`src/rtl/icache_ctrl.sv`:
```
// icache_ctrl: direct-mapped instruction cache controller.
// 2^INDEX_BITS lines of 8 x 16-bit words, zero-latency hit path, blocking
// line fill (8 back-to-back word reads, in-order responses, no early restart).
// Optional hit/miss statistics counters enabled by macro ICACHE_STATS_EN.
module icache_ctrl #(
   parameter int INDEX_BITS = 4
) (
   input  logic        clk,
   input  logic        rst_n,
   input  logic        req,
   input  logic [15:0] addr,
   input  logic        inval,
   output logic [15:0] rd_data,
   output logic        stall,
   output logic        mem_rd,
   output logic [15:0] mem_addr,
   input  logic [15:0] mem_data,
   input  logic        mem_valid,
   output logic [15:0] hit_cnt,
   output logic [15:0] miss_cnt
);

   localparam int LINES    = 1 << INDEX_BITS;
   localparam int TAG_BITS = 12 - INDEX_BITS;

   typedef enum logic [1:0] {IDLE, FILL, DRAIN} state_t;

   // Control state
   state_t                  state_q, state_d;
   logic [LINES-1:0]        valid_q, valid_d;
   logic                    abort_q, abort_d;
   logic [2:0]              req_cnt_q, req_cnt_d;
   logic [2:0]              rsp_cnt_q, rsp_cnt_d;
   logic [TAG_BITS-1:0]     tag_lat_q, tag_lat_d;
   logic [INDEX_BITS-1:0]   idx_lat_q, idx_lat_d;
   logic                    mem_rd_q, mem_rd_d;
   logic [15:0]             mem_addr_q, mem_addr_d;

   // Tag and data storage; contents are only meaningful where valid is set
   logic [TAG_BITS-1:0]     tag_mem  [LINES];
   logic [15:0]             data_mem [LINES*8];

   // Address fields of the current fetch
   logic [INDEX_BITS-1:0]   addr_idx;
   logic [TAG_BITS-1:0]     addr_tag;
   logic                    addr_unused;
   logic                    lookup_hit;
   logic                    fill_write;
   logic                    fill_done;

   assign addr_idx    = addr[3+INDEX_BITS:4];
   assign addr_tag    = addr[15:4+INDEX_BITS];
   assign addr_unused = addr[0];

   // Tag compare is combinational so a hit returns data in the same cycle
   assign lookup_hit = req & valid_q[addr_idx] & (tag_mem[addr_idx] == addr_tag);
   assign rd_data    = data_mem[{addr_idx, addr[3:1]}];
   assign stall      = (state_q == IDLE) ? (req & ~lookup_hit) : 1'b1;

   // Responses only count while a fill is in flight; stray ones in IDLE are dropped
   assign fill_write = (state_q != IDLE) & mem_valid;
   assign fill_done  = fill_write & (rsp_cnt_q == 3'd7);

   assign mem_rd   = mem_rd_q;
   assign mem_addr = mem_addr_q;

   // Next-state logic for the fill sequencer, valid bits and memory strobe
   always_comb begin
      state_d    = state_q;
      valid_d    = valid_q;
      abort_d    = abort_q;
      req_cnt_d  = req_cnt_q;
      rsp_cnt_d  = rsp_cnt_q;
      tag_lat_d  = tag_lat_q;
      idx_lat_d  = idx_lat_q;
      mem_rd_d   = mem_rd_q;
      mem_addr_d = mem_addr_q;

      case (state_q)
         IDLE: begin
            if (req & ~lookup_hit & ~inval) begin
               state_d    = FILL;
               tag_lat_d  = addr_tag;
               idx_lat_d  = addr_idx;
               req_cnt_d  = 3'd0;
               mem_rd_d   = 1'b1;
               mem_addr_d = {addr_tag, addr_idx, 3'd0, 1'b0};
            end
         end
         FILL: begin
            if (req_cnt_q == 3'd7) begin
               // Memory latency is at least one cycle, so the last response is still pending
               state_d    = DRAIN;
               req_cnt_d  = 3'd0;
               mem_rd_d   = 1'b0;
               mem_addr_d = 16'h0000;
            end else begin
               req_cnt_d  = req_cnt_q + 3'd1;
               mem_addr_d = {tag_lat_q, idx_lat_q, req_cnt_q + 3'd1, 1'b0};
            end
         end
         DRAIN: begin
            state_d = DRAIN;
         end
         default: begin
            state_d    = IDLE;
            mem_rd_d   = 1'b0;
            mem_addr_d = 16'h0000;
         end
      endcase

      if (fill_write) begin
         rsp_cnt_d = rsp_cnt_q + 3'd1;
      end

      if (fill_done) begin
         state_d = IDLE;
         abort_d = 1'b0;
         if (!abort_q) begin
            valid_d[idx_lat_q] = 1'b1;
         end
      end

      // Invalidate wins over a completing fill; a fill in flight is marked stale
      if (inval) begin
         valid_d = '0;
         if ((state_q != IDLE) && !fill_done) begin
            abort_d = 1'b1;
         end
      end
   end

   // Fill sequencer state and registered memory-request outputs
   always_ff @(posedge clk or negedge rst_n) begin
      if (!rst_n) begin
         state_q    <= IDLE;
         valid_q    <= '0;
         abort_q    <= 1'b0;
         req_cnt_q  <= 3'd0;
         rsp_cnt_q  <= 3'd0;
         tag_lat_q  <= '0;
         idx_lat_q  <= '0;
         mem_rd_q   <= 1'b0;
         mem_addr_q <= 16'h0000;
      end else begin
         state_q    <= state_d;
         valid_q    <= valid_d;
         abort_q    <= abort_d;
         req_cnt_q  <= req_cnt_d;
         rsp_cnt_q  <= rsp_cnt_d;
         tag_lat_q  <= tag_lat_d;
         idx_lat_q  <= idx_lat_d;
         mem_rd_q   <= mem_rd_d;
         mem_addr_q <= mem_addr_d;
      end
   end

   // Line storage: response words land in order, tag written when the line completes
   always_ff @(posedge clk) begin
      if (fill_write) begin
         data_mem[{idx_lat_q, rsp_cnt_q}] <= mem_data;
      end
      if (fill_done) begin
         tag_mem[idx_lat_q] <= tag_lat_q;
      end
   end

`ifdef ICACHE_STATS_EN
   logic [15:0] hit_cnt_q, hit_cnt_d;
   logic [15:0] miss_cnt_q, miss_cnt_d;

   // Saturating statistics: hits per serviced IDLE cycle, misses per fill started
   always_comb begin
      hit_cnt_d  = hit_cnt_q;
      miss_cnt_d = miss_cnt_q;
      if ((state_q == IDLE) && lookup_hit && (hit_cnt_q != 16'hFFFF)) begin
         hit_cnt_d = hit_cnt_q + 16'd1;
      end
      if ((state_q == IDLE) && (state_d == FILL) && (miss_cnt_q != 16'hFFFF)) begin
         miss_cnt_d = miss_cnt_q + 16'd1;
      end
   end

   // Statistics registers
   always_ff @(posedge clk or negedge rst_n) begin
      if (!rst_n) begin
         hit_cnt_q  <= 16'h0000;
         miss_cnt_q <= 16'h0000;
      end else begin
         hit_cnt_q  <= hit_cnt_d;
         miss_cnt_q <= miss_cnt_d;
      end
   end

   assign hit_cnt  = hit_cnt_q;
   assign miss_cnt = miss_cnt_q;
`else
   assign hit_cnt  = 16'h0000;
   assign miss_cnt = 16'h0000;
`endif

endmodule

```
`config.mk`:
```
export PLATFORM = sky130hd
export DESIGN_NAME = icache_ctrl
export DESIGN_NICKNAME = d
export VERILOG_FILES = /design/src/rtl/icache_ctrl.sv
export SDC_FILE = /design/constraint.sdc
export NUM_CORES = 2
export LEC_CHECK = 0
export BUFFER_PORTS_ARGS = -buffer_cell sky130_fd_sc_hd__buf_2
export CAP_MARGIN = 30
export CELL_PAD_IN_SITES_DETAIL_PLACEMENT = 1
export CELL_PAD_IN_SITES_GLOBAL_PLACEMENT = 2
export CORE_AREA = 2 2 467 469
export CTS_CLUSTER_DIAMETER = 30
export DETAILED_ROUTE_END_ITERATION = 7
export DIE_AREA = 0 0 469 471
export PLACE_DENSITY_LB_ADDON = 0.1
export SYNTH_ARGS = -nofsm -noshare
export SYNTH_HDL_FRONTEND = slang
export SYNTH_SLANG_ARGS = --single-unit
```
`constraint.sdc`:
```
create_clock -name clk -period 3.5 [get_ports clk]
set_input_delay 0.175 -clock clk [delete_from_list [all_inputs] [get_ports clk]]
set_output_delay 0.175 -clock clk [all_outputs]
set_load 0.005 [all_outputs]
```
==> impl_metrics.csv <==
group,metric,value,unit
die,die_width,469,um
route,viasPerCell,5.45,
synthesis,yosysSeqAreaShare,77.6,%
sta,worst_slack,-253,ps
die,num_rows,171,
route,wire_per_inst,31.0,um
synthesis,syn_avg_cell_area,24.3,sq um
sta,max_slew_margin,37.5,%
sta,finalHoldViolations,0,
cells_and_area,multiInputGateArea,18500,sq um
flow_run,maxCapViolCount,0,
clocking,cts_buffer_depth,4,
route,firstDrtPassIters,7,
sta,period_needed,3750,ps
route,totalWireLength,233,mm
sta,hold_ws,22.4,ps
power,power,81.0,mW
sta,timing.final.crit_share,107,%
critical_path,rrSetupSlack,-60,ps
synthesis,synth_enable_flop_cells,2176,
synthesis,syn_area,85900,sq um
synthesis,synth_largest_area_cell,"edfxtp_1",
critical_path,crit-reg2reg-launch,"tag_mem[13][5]$_DFFE_PP_",
route,dr_total_vias,40956,
route,detail_route.iter0.violations,3836,
critical_path,timing.rr.end,"tag_lat_q[6]$_DFFE_PN0P_",
route,drtAntennaViolNets,0,
synthesis,yosys.cell_types.count,46,
clocking,clk_pin_slew,50,ps
sta,setup_tns,-3260,ps
outcome,violations,"setup timing",
sta,finalClockSkew,55.4,ps
placement,placedCellCount,6563,
synthesis,synthFlopType,"edfxtp_1",
critical_path,worstPathRequired,3320,ps
power,ir_drop,0.000577,V
synthesis,synth_top_area_share,76.1,%
min_path,hp-class,"in2reg",
clocking,clock_sinks,2229,
grt,track_usage,21.4,%
power,power.leakage,36.0,nW
grt,antenna_found_initial,23,
critical_path,endpoint_kind,"output pin",
critical_path,worstSetupStartpointType,"flip-flop",
critical_path,crit_fanout,1,
synthesis,syn_inst,3536,
placement,hpwl,138,mm
grt,grt-ovfl-total,0,
synthesis,ys_seq_elements,2229,
placement,io_buffers,68,
cells_and_area,syn2layout_area_growth,27.4,%
synthesis,async_reset_ff_share,2.38,%
synthesis,yosysWarnings,0,
critical_path,crit_path_end,"rd_data[14]",
grt,grt_max_degree,129,
outcome,status,"complete, but fails checks",
die,fp.coreArea,216000,sq um
sta,finalMaxSlewViolations,0,
sta,maxClockFrequency,0.266,GHz
critical_path,critPathLaunch,"data_mem[123][14]$_DFFE_PP_",
grt,grt_first_pass_wirelength,334,mm
synthesis,synth.top_cells.by_area,"edfxtp_1 (76%), mux4_2 (19%), dfrtp_1 (1.5%)",
sta,rsz0062_at_grt,"true",
clocking,htreeDepth,5,
route,drcViolationCount,0,
cells_and_area,instances_no_fill,7514,
clocking,tritoncts,"built",
die,die_h,471,um
clocking,clock_latency,990,ps
die,ios,103,
clocking,clock-root-buffer,"clkbuf_16",
cells_and_area,n_fill_cell,18700,
placement,gp_congestion,0.772,
critical_path,path_class,"reg2out",
critical_path,cp.arrival,3580,ps
die,start_util,39.7,%
cells_and_area,fin_nets,4297,
critical_path,reg2regPathDepth,11,
sta,worstMarginPinSlew,937,ps
placement,post_dp_cell_area,92100,sq um
cells_and_area,drive_gt1_share,42.0,%
cells_and_area,seqCellArea,66700,sq um
die,die_area,221000,sq um
cells_and_area,stdcell_area,109000,sq um
sta,setup_viol,20,
grt,grt_pass1_vias,44818,
power,power.density,740,nW/um^2
clocking,cts_made_buffers,484,
state kept, by name, summed over array words and instances (netlist names):
| register | flops |
|---|---|
| mem_addr | 15 |
| rsp_cnt_q | 3 |
| valid_q | 16 |
| data_mem | 2048 |
| mem_rd | 1 |
| abort_q | 1 |
| idx_lat_q | 4 |
| state_q | 2 |
| tag_mem | 128 |
| req_cnt_q | 3 |
| tag_lat_q | 8 |
logic make-up (layout without fill, tap and decap cells):
family	count (synthesis)	after routing	synth area share (%)
flip-flops	2229	2229	77.6
multiplexers	755	755	19.2
AND/OR/NAND/NOR	243	243	1.19
buffers and inverters	232	1317	1.20
AO/OA/AOI/OAI	57	57	0.524
XOR/XNOR	12	12	0.122
adder cells (fa/ha/maj)	7	7	0.102
other	1	40	0.00437
worst max-delay path: stages, from the launching register on:
cell	delay (ps)
edfxtp_1	370
mux4_2	550
mux4_2	550
mux4_2	630
mux2_4	370
buf_6	130
placed cells by master, fill, tap and decap left out, types with 42 or more instances in the layout:
| cell | count |
|---|---|
| buf_12 | 56 |
| buf_4 | 265 |
| bufinv_16 | 76 |
| clkbuf_1 | 47 |
| clkbuf_16 | 490 |
| clkinv_1 | 57 |
| clkinv_2 | 83 |
| clkinvlp_4 | 71 |
| dfrtp_1 | 53 |
| dlygate4sd3_1 | 42 |
| edfxtp_1 | 2176 |
| mux4_2 | 711 |
| nor2_1 | 141 |
area by class of cell:
| cell class | instances | share of cell area [%] |
|---|---|---|
| clock inverter | 349 | 3.67 |
| sequential | 2229 | 60.9 |
| tap | 2854 | 3.26 |
| antenna | 7 | 0.0160 |
| timing repair buffer | 425 | 3.80 |
| inverter | 6 | 0.0206 |
| multi-input combinational | 1107 | 16.9 |
| clock buffer | 537 | 11.4 |
cells in the mapped netlist (2+ instances only):
cell type,number
a211oi_1,2
a21o_1,2
a21oi_1,5
a221o_1,12
a31oi_1,9
and3_1,2
buf_1,52
buf_2,7
buf_4,39
clkbuf_1,127
dfrtp_1,53
edfxtp_1,2176
ha_1,7
inv_1,6
mux2_2,23
mux2_4,9
mux2i_1,12
mux4_2,711
nand2_1,22
nand2b_1,2
nand3_1,13
nand4_1,3
nor2_1,178
nor2b_1,9
nor3_1,8
o21ai_0,2
o22a_1,13
o22ai_1,3
o31ai_1,2
xnor2_1,6
xor2_1,6
report_power, final:
part	switching (mW)	total [mW]	internal [mW]
clock network	14.4	45.3	31.0
registers	0.498	30.6	30.1
logic	2.97	5.03	2.06
worst min-delay path by stage:
stage	start	depth (start not counted)	end	slack (ps)
finish	mem_data[5]	2	data_mem[84][5]$_DFFE_PP_	20
global route	mem_data[5]	2	data_mem[84][5]$_DFFE_PP_	0.3
CTS	mem_data[7]	2	data_mem[86][7]$_DFFE_PP_	40
detailed placement	rst_n	1	mem_addr[7]$_DFFE_PN0P_	200
global placement	rst_n	1	mem_addr[5]$_DFFE_PN0P_	180
floorplan	rst_n	0	abort_q$_DFF_PN0_	-120
through the flow:
| step | setup slack (ps) | util [%] |
|---|---|---|
| after detailed placement | 76.7 | 42.6 |
| after global placement | 85.5 | 42.6 |
| final | -253 | 50.6 |
| after floorplan | 318 | - |
| after CTS | -358 | 50.5 |
| after global routing | -314 | 50.6 |
layer usage:
metal  wire length, um  vias to the layer above  track usage (%)  share of wire (%)
met5                28                        -                0              0.012
li1                  -                    16847                -                  -
met3             13200                      321             4.28                5.6
met1            100000                    22471             29.8                 43
met2            115000                     1313             34.5                 49
met4              4620                        4             5.64                2.0
timing repair:
item,CTS,global route
setup buffers,0,9
pin swaps,1,2
hold buffers,46,0
endpoints found under the hold margin,1218,0
setup endpoints to repair,17,19
resized for setup,36,4
Note: power is estimated with default switching activity, not from simulation.
